==> config.mk <==
export PLATFORM = sky130hd
export DESIGN_NAME = drop_tick_rx
export DESIGN_NICKNAME = d
export VERILOG_FILES = /design/src/rtl/tetris_timing_pkg.sv /design/src/rtl/edge_sync.sv /design/src/rtl/drop_tick_rx.sv
export SDC_FILE = /design/constraint.sdc
export NUM_CORES = 1
export LEC_CHECK = 0
export CELL_PAD_IN_SITES_DETAIL_PLACEMENT = 0
export CELL_PAD_IN_SITES_GLOBAL_PLACEMENT = 1
export CORE_MARGIN = 2
export CORE_UTILIZATION = 49
export CTS_BUF_LIST = sky130_fd_sc_hd__clkbuf_16
export DETAILED_ROUTE_END_ITERATION = 8
export PLACE_DENSITY = 0.94
export SETUP_SLACK_MARGIN = 0.2
export SYNTH_ARGS = -nofsm -noshare
export SYNTH_HDL_FRONTEND = slang
export SYNTH_SLANG_ARGS = --single-unit
==> constraint.sdc <==
create_clock -name clock -period 5.3 [get_ports clock]
set_input_delay 0.53 -clock clock [delete_from_list [all_inputs] [get_ports clock]]
set_output_delay 0.53 -clock clock [all_outputs]
set_load 0.02 [all_outputs]
==> src/rtl/tetris_timing_pkg.sv <==
// Shared timing constants for the gravity divider and its fast-domain receiver.
package tetris_timing_pkg;

  localparam int unsigned CLK_HZ           = 25000000;
  localparam int unsigned GRAVITY_HALF     = 25000000;
  localparam int unsigned SOFT_DIV_DEFAULT = 2500000;
  localparam int unsigned SYNC_WARMUP      = 3;

  typedef enum logic [1:0] {
    PEND_HOLD,
    PEND_INC,
    PEND_DEC,
    PEND_SAT
  } pend_op_e;

endpackage

==> src/rtl/edge_sync.sv <==
// Synchronises the slow gravity square wave and flags each edge once the
// warm-up after reset has completed.
module edge_sync
  import tetris_timing_pkg::*;
(
  input  logic clock,
  input  logic reset,
  input  logic slow_clk,
  output logic e_slow
);

  localparam int unsigned WARM_W = 2;
  localparam logic [WARM_W-1:0] WARM_LAST = WARM_W'(SYNC_WARMUP - 1);

  logic              s1_q, s1_d;
  logic              s2_q, s2_d;
  logic              prev_q, prev_d;
  logic [WARM_W-1:0] warm_q, warm_d;
  logic              armed_q, armed_d;

  always_comb begin
    s1_d    = slow_clk;
    s2_d    = s1_q;
    prev_d  = s2_q;
    warm_d  = warm_q;
    armed_d = armed_q;
    // prev follows s2 silently until armed, so the level at release is not an edge
    if (!armed_q) begin
      warm_d = warm_q + WARM_W'(1);
      if (warm_q == WARM_LAST) armed_d = 1'b1;
    end
  end

  always_ff @(posedge clock or posedge reset) begin
    if (reset) begin
      s1_q    <= 1'b0;
      s2_q    <= 1'b0;
      prev_q  <= 1'b0;
      warm_q  <= '0;
      armed_q <= 1'b0;
    end else begin
      s1_q    <= s1_d;
      s2_q    <= s2_d;
      prev_q  <= prev_d;
      warm_q  <= warm_d;
      armed_q <= armed_d;
    end
  end

  assign e_slow = (s2_q ^ prev_q) & armed_q;

endmodule

==> src/rtl/drop_tick_rx.sv <==
// Gravity/soft-drop event receiver: queues drop steps in a saturating counter
// and hands them to the game FSM through a req/ack handshake.
module drop_tick_rx
  import tetris_timing_pkg::*;
#(
  parameter int unsigned SOFT_DIV = SOFT_DIV_DEFAULT,
  parameter int unsigned MAX_PEND = 3,
  localparam int unsigned PEND_W  = $clog2(MAX_PEND + 1)
) (
  input  logic              clock,
  input  logic              reset,
  input  logic              slow_clk,
  input  logic              soft_drop,
  input  logic              pause,
  input  logic              step_ack,
  input  logic              clr_overrun,
  output logic              step_req,
  output logic [PEND_W-1:0] pending,
  output logic              overrun
);

  localparam int unsigned SC_W = $clog2(SOFT_DIV);
  localparam logic [SC_W-1:0]   SC_LAST  = SC_W'(SOFT_DIV - 1);
  localparam logic [PEND_W-1:0] PEND_MAX = PEND_W'(MAX_PEND);

  logic              e_slow;
  logic              counting;
  logic              e_soft;
  logic              ev;
  logic              ack_v;
  pend_op_e          op;
  logic [SC_W-1:0]   sc_q, sc_d;
  logic [PEND_W-1:0] pend_q, pend_d;
  logic              overrun_q, overrun_d;

  edge_sync u_edge_sync (
    .clock    (clock),
    .reset    (reset),
    .slow_clk (slow_clk),
    .e_slow   (e_slow)
  );

  assign step_req = (pend_q != '0) & ~pause;

  always_comb begin
    counting  = soft_drop & ~pause;
    e_soft    = counting & (sc_q == SC_LAST);
    ev        = (e_slow | e_soft) & ~pause;
    ack_v     = step_ack & step_req;
    sc_d      = '0;
    op        = PEND_HOLD;
    pend_d    = pend_q;
    overrun_d = overrun_q & ~clr_overrun;

    if (counting && !e_soft) sc_d = sc_q + SC_W'(1);

    // a simultaneous event and ack cancel out
    if (ev && !ack_v)      op = (pend_q == PEND_MAX) ? PEND_SAT : PEND_INC;
    else if (!ev && ack_v) op = PEND_DEC;

    unique case (op)
      PEND_INC: pend_d    = pend_q + PEND_W'(1);
      PEND_DEC: pend_d    = pend_q - PEND_W'(1);
      PEND_SAT: overrun_d = 1'b1;
      default:  ;
    endcase
  end

  always_ff @(posedge clock or posedge reset) begin
    if (reset) begin
      sc_q      <= '0;
      pend_q    <= '0;
      overrun_q <= 1'b0;
    end else begin
      sc_q      <= sc_d;
      pend_q    <= pend_d;
      overrun_q <= overrun_d;
    end
  end

  assign pending = pend_q;
  assign overrun = overrun_q;

endmodule

Word level (Yosys, flattened, before mapping)
Index checks and enable logic that the tools add are counted.

Register bits after elaboration: 31. Output and inout bits: 4. Logic and storage cells: 45. Bits of input ports: 7.

Muxes and demuxes: 8. Eq/ne operators: 6. Bitwise gates (word level): 11. Add/sub/neg operators: 4. Reductions and logical operators: 8.

Operators by type and width (count): 22-bit by 1-bit adder with 22-bit output (second input constant) (1); 22-bit equality test (second input constant) (1); 22-bit 2-to-1 mux (1); 2-bit equality test (second input constant) (4); 1-bit AND (7); 2-bit 2-to-1 mux (3); 2-bit by 1-bit adder with 2-bit output (second input constant) (2); 2-bit case mux with 2 select lines (1); 2-bit nonzero test (2); 1-bit logical AND (3); 1-bit logical NOT (3); 1-bit 2-to-1 mux (3); 2-bit by 1-bit equality test with 1-bit output (second input constant) (1); 1-bit NOT (2); 2-bit by 1-bit subtractor with 2-bit output (second input constant) (1); 1-bit OR (1); 1-bit bitwise XOR (1).

Depth between registers and ports, before layout
Depth after elaboration: 11. Mapped depth: 11.

Hierarchy
Synthesis repeated with hierarchy kept, for this count alone.

Cells, all modules: 154. Area, all modules: 1517.7 um^2.

By module, submodules not included: drop_tick_rx (times used 1, seq. area each 625.6 um^2, area an instance 1308.8 um^2, cells an instance 139); edge_sync (times used 1, seq. area each 150.1 um^2, area an instance 209.0 um^2, cells an instance 15).

Least setup slack after synthesis
No wires, ideal clock.

Path type: flip-flop to flip-flop. Start: register pend_q[0], in the netlist pending[0]. End: register pend_q[1], in the netlist pending[1]. Path buffers: 0. Library setup time: 0.119 ns. Slack: 3.119 ns. Arrival: 2.062 ns. Cell stages (with the launch flop): 11. Path through: dfrtp_1 -> nor2_1 -> nor2_1 -> nand2_1 -> nand4_1 -> o21ai_0 -> ha_1 -> nand3_1 -> a31oi_1 -> nor3_1 -> and2_1.

Longest elaborated chain between the ends: 8.

Ends and longest elaborated chain: start, declared (RTL line drop_tick_rx.sv:33) `logic [PEND_W-1:0] pend_q, pend_d;`; start signal, assigned (RTL line drop_tick_rx.sv:76) `pend_q <= pend_d;`; 2-bit nonzero test (*) (RTL line drop_tick_rx.sv:43) `assign step_req = (pend_q != '0) & ~pause;`; 1-bit AND (*) (RTL line drop_tick_rx.sv:43); net step_req (RTL line drop_tick_rx.sv:17) `output logic step_req,`; 1-bit AND (*) (RTL line drop_tick_rx.sv:49) `ack_v = step_ack & step_req;`; 1-bit logical AND or 1-bit logical NOT (tied branches) (RTL line drop_tick_rx.sv:59, drop_tick_rx.sv:58); 2-bit 2-to-1 mux or 1-bit logical AND (tied branches) (RTL line drop_tick_rx.sv:59, drop_tick_rx.sv:58); 2-bit 2-to-1 mux (*) (RTL line drop_tick_rx.sv:58) `if (ev && !ack_v) op = (pend_q == PEND_MAX) ? PEND_SAT : PEND_INC;`; 2-bit equality test or 2-bit by 1-bit equality test with 1-bit output (tied branches) (RTL line drop_tick_rx.sv:61) `unique case (op)`; 2-bit case mux with 2 select lines or 2-bit nonzero test (tied branches).

The timed path passes the listed nets; every way through them passes the cells marked *. A chain may end at the register's enable or synchronous reset.

Worst setup path after layout
Start: register sc_q[11]. End: register pend_q[1], in the netlist pending[1].

Longest elaborated chain between the ends: 10.

Ends and longest elaborated chain: start, declared (RTL line drop_tick_rx.sv:32) `logic [SC_W-1:0] sc_q, sc_d;`; start signal, assigned (RTL line drop_tick_rx.sv:71) `sc_q <= '0;`; start signal, assigned (RTL line drop_tick_rx.sv:75) `sc_q <= sc_d;`; 22-bit equality test (*) (RTL line drop_tick_rx.sv:47) `e_soft = counting & (sc_q == SC_LAST);`; 1-bit AND (*) (RTL line drop_tick_rx.sv:47); 1-bit OR (*) (RTL line drop_tick_rx.sv:48) `ev = (e_slow | e_soft) & ~pause;`; 1-bit AND (*) (RTL line drop_tick_rx.sv:48); 1-bit logical NOT (RTL line drop_tick_rx.sv:59) `else if (!ev && ack_v) op = PEND_DEC;`; 1-bit logical AND (RTL line drop_tick_rx.sv:59); 2-bit 2-to-1 mux (RTL line drop_tick_rx.sv:59); 2-bit 2-to-1 mux (*) (RTL line drop_tick_rx.sv:58); 2-bit equality test or 2-bit by 1-bit equality test with 1-bit output (tied branches) (RTL line drop_tick_rx.sv:61); 2-bit case mux with 2 select lines or 2-bit nonzero test (tied branches).

Every way passes the cells marked *; elsewhere a longest branch is shown, timed or not.

==> results.json <==
{
  "comb_power_share_pct": 14.2,
  "whs_path_depth": 0,
  "synth_warnings": 0,
  "status": "completed",
  "core_um2": 3080,
  "detailedPlace.worstSlack_ns": 2.67,
  "fin_crit_sh_pct": 47.9,
  "die_area_um2": 3710,
  "tightest_slew_ns": 1.12,
  "clk_path_buf_depth": 2,
  "htree_levels": 2,
  "fin_nets": 180,
  "rows": 20,
  "cp-end-kind": "register",
  "leakagePower_nw": 0.773,
  "dr.pass1.iters": 4,
  "power.total_mw": 0.609,
  "syn_area_per_cell_um2": 10.1,
  "period_minus_slack_ns": 2.54,
  "syn_inst": 157,
  "finClkSkew_ns": 0.00790,
  "synth.distinct_cells": 32,
  "worstSetupPathType": "reg2reg",
  "slew_headroom_pct": 25.5,
  "internal-power_mw": 0.457,
  "routed.top_layer": "met4",
  "fin_tns_setup_ns": 0,
  "r2r-start": "sc_q[11]$_DFF_PP0_",
  "clockRootBuffer": "clkbuf_16",
  "seq_power_share_pct": 43.5,
  "cts_num_sinks": 31,
  "cts_setup_buffers": 0,
  "drt-total-wl_um": 2890,
  "rsz0062_at_grt": "no",
  "ys.flop_type": "dfrtp_1",
  "cts-resized-gates": 0,
  "hold_viol": 0,
  "antenna_found_initial": 0,
  "cp_max_fo": 5,
  "wl_met2_um": 1440,
  "numCtsBuffers": 5,
  "crit_arrival_ns": 2.75,
  "crit_path_start_kind": "register",
  "die_w_um": 60.9,
  "p_switching_mw": 0.152,
  "grt_overflow": 0,
  "cts_tree": "built",
  "clkPwrFrac_pct": 42.3,
  "grt_pass1_wl_um": 5120,
  "critPathBufInv": 0,
  "synth.yosys.seq_area_share_pct": 48.9,
  "timing.rr.end": "pending[1]$_DFFE_PP0P_",
  "vias": 1149,
  "synth_fp_nets": 167,
  "initial_core_util_pct": 51.6,
  "postRouteAntennaNets": 0,
  "setup_ws_ns": 2.76,
  "synth_seq_cells": 31,
  "drt-initial-drc-count": 39,
  "p_sw_share_pct": 25.0,
  "cap_violations": 0,
  "synth-edff-count": 0,
  "crit_family": "simple AND/OR/NAND/NOR gates",
  "dr_wl_met3_um": 99,
  "critPathRequiredTime_ns": 5.52,
  "gp_congestion": 0.792,
  "wire_per_inst_um": 13.5,
  "setup_viol": 0,
  "antenna_cells": 0,
  "p_per_area_nw_per_um2": 327,
  "dp_hpwl_um": 2040,
  "grt_pass1_vias": 1145,
  "path_cells": "nor4b_1 > nand4_1 > o21ai_1 > nand4_1 > o21ai_0 > ha_1 > nand3_1 > nor3_1 > nor3_1 > and2_1",
  "synth_area_um2": 1590,
  "whs_endpoint": "u_edge_sync.prev_d$_DFF_PP0_",
  "slowest_delay_ns": 0.50,
  "grt_usage_pct": 19.5,
  "io_buffers": 10,
  "path_clk_slew_ns": 0.05,
  "fp.dieH_um": 60.9,
  "async_flop_share_pct": 100,
  "cts_hold_buf": 0,
  "reg2regPathDepth": 10,
  "r2r_slack_ns": 2.76,
  "min_from": "u_edge_sync.s1_q$_DFF_PP0_",
  "syn_to_final_growth_pct": 17.3,
  "drive_above_1_share_pct": 11.2,
  "peakVddDrop_mv": 0.254,
  "drc": 0,
  "io_pins": 11,
  "hold_path_class": "reg2reg",
  "insertion_delay_ns": 0.28,
  "drv_slew": 0,
  "fmax_ghz": 0.394,
  "m1WireLength_um": 1310,
  "viasPerCell": 5.37,
  "grt_start_max_net_pins": 32,
  "crit_slowest_cell": "nor4b_1"
}
logic make-up (layout without fill, tap and decap cells):
kind of cell	Yosys count	count (layout)	synth area share [%]
flops	31	31	48.9
simple gates	79	79	30.1
buf+inv	11	24	2.84
fa+ha+maj	3	3	2.36
xor+xnor	21	21	11.6
compound gates	12	12	4.26
worst max-delay path by stage:
stage	startpoint	slack, ns	end	depth (start not counted)
after global placement	soft_drop	2.80	pending[1]$_DFFE_PP0P_	10
after CTS	sc_q[11]$_DFF_PP0_	2.80	pending[1]$_DFFE_PP0P_	10
after global routing	sc_q[11]$_DFF_PP0_	2.55	pending[1]$_DFFE_PP0P_	10
after detailed placement	soft_drop	2.67	pending[1]$_DFFE_PP0P_	11
after floorplan	pending[0]$_DFFE_PP0P_	3.12	pending[1]$_DFFE_PP0P_	10
final	sc_q[11]$_DFF_PP0_	2.76	pending[1]$_DFFE_PP0P_	10
final cells by class:
cell class                      instances  area (µm²)
Clock buffer                            5         125
Timing Repair Buffer                   11         108
Inverter                                6        22.5
Tap cell                               44        55.1
Multi-Input combinational cell        115         767
Sequential cell                        31         776
Clock inverter                          2        8.76
Fill cell                             278        1220
power by group through the flow:
stage                     Sequential, mW  Clock (mW)  Combinational [mW]
after floorplan                    0.276           0              0.0411
after CTS                          0.264       0.265              0.0878
after global routing               0.266       0.276              0.0940
after detailed placement           0.268           0              0.0873
after global placement             0.267           0              0.0839
final                              0.265       0.258              0.0865
cells in the mapped netlist (all sizes together) (2+ instances only):
master,instances,area [µm²]
and3,3,18.8
nor2,21,81.3
clkbuf,2,7.51
nand3,13,70.1
or3,2,12.5
nor4bb,2,20.0
inv,6,22.5
ha,3,37.5
xor2,11,96.3
a21oi,3,15.0
nor2b,3,18.8
xnor2,10,87.6
nor3,9,75.1
dfrtp,31,776
nand2,8,30.0
nand4,6,52.6
buf,3,15.0
o21ai,6,30.0
and2,7,43.8
metrics by stage:
stage | hold WS [ns] | utilization, % | instances | area (µm²)
global route | 0.358 | 60.5 | 214 | 1860
CTS | 0.356 | 60.5 | 214 | 1860
floorplan | 0.331 | - | 157 | 1590
finish | 0.358 | 60.5 | 214 | 1860
detailed placement | 0.341 | 56.1 | 207 | 1730
global placement | 0.335 | 56.1 | 207 | 1730
placed cells by master (no fill, tap or decap), types with 3 or more instances in the layout:
cell type / instances
clkbuf_16: 5
inv_1: 6
ha_1: 3
dfrtp_1: 31
nor2_1: 20
nand3_1: 12
and2_1: 7
a21oi_1: 3
clkdlybuf4s50_1: 10
nor2b_1: 3
nor3_2: 6
and3_1: 3
nand2_1: 8
nand4_1: 5
o21ai_0: 4
xor2_1: 11
nor3_1: 3
xnor2_1: 10
layer usage:
metal	up-vias	track usage, %
li1	560	-
met5	-	0
met3	5	7.68
met2	12	31.2
met4	0	6.52
met1	572	24.3
state kept, by name, summed over array words and instances (netlist names):
register	flops
sc_q	22
u_edge_sync.warm_q	2
pending	2
u_edge_sync.prev_d	1
u_edge_sync.armed_q	1
u_edge_sync.s1_q	1
u_edge_sync.prev_q	1
overrun	1
Power figures use the tool's default switching activity.
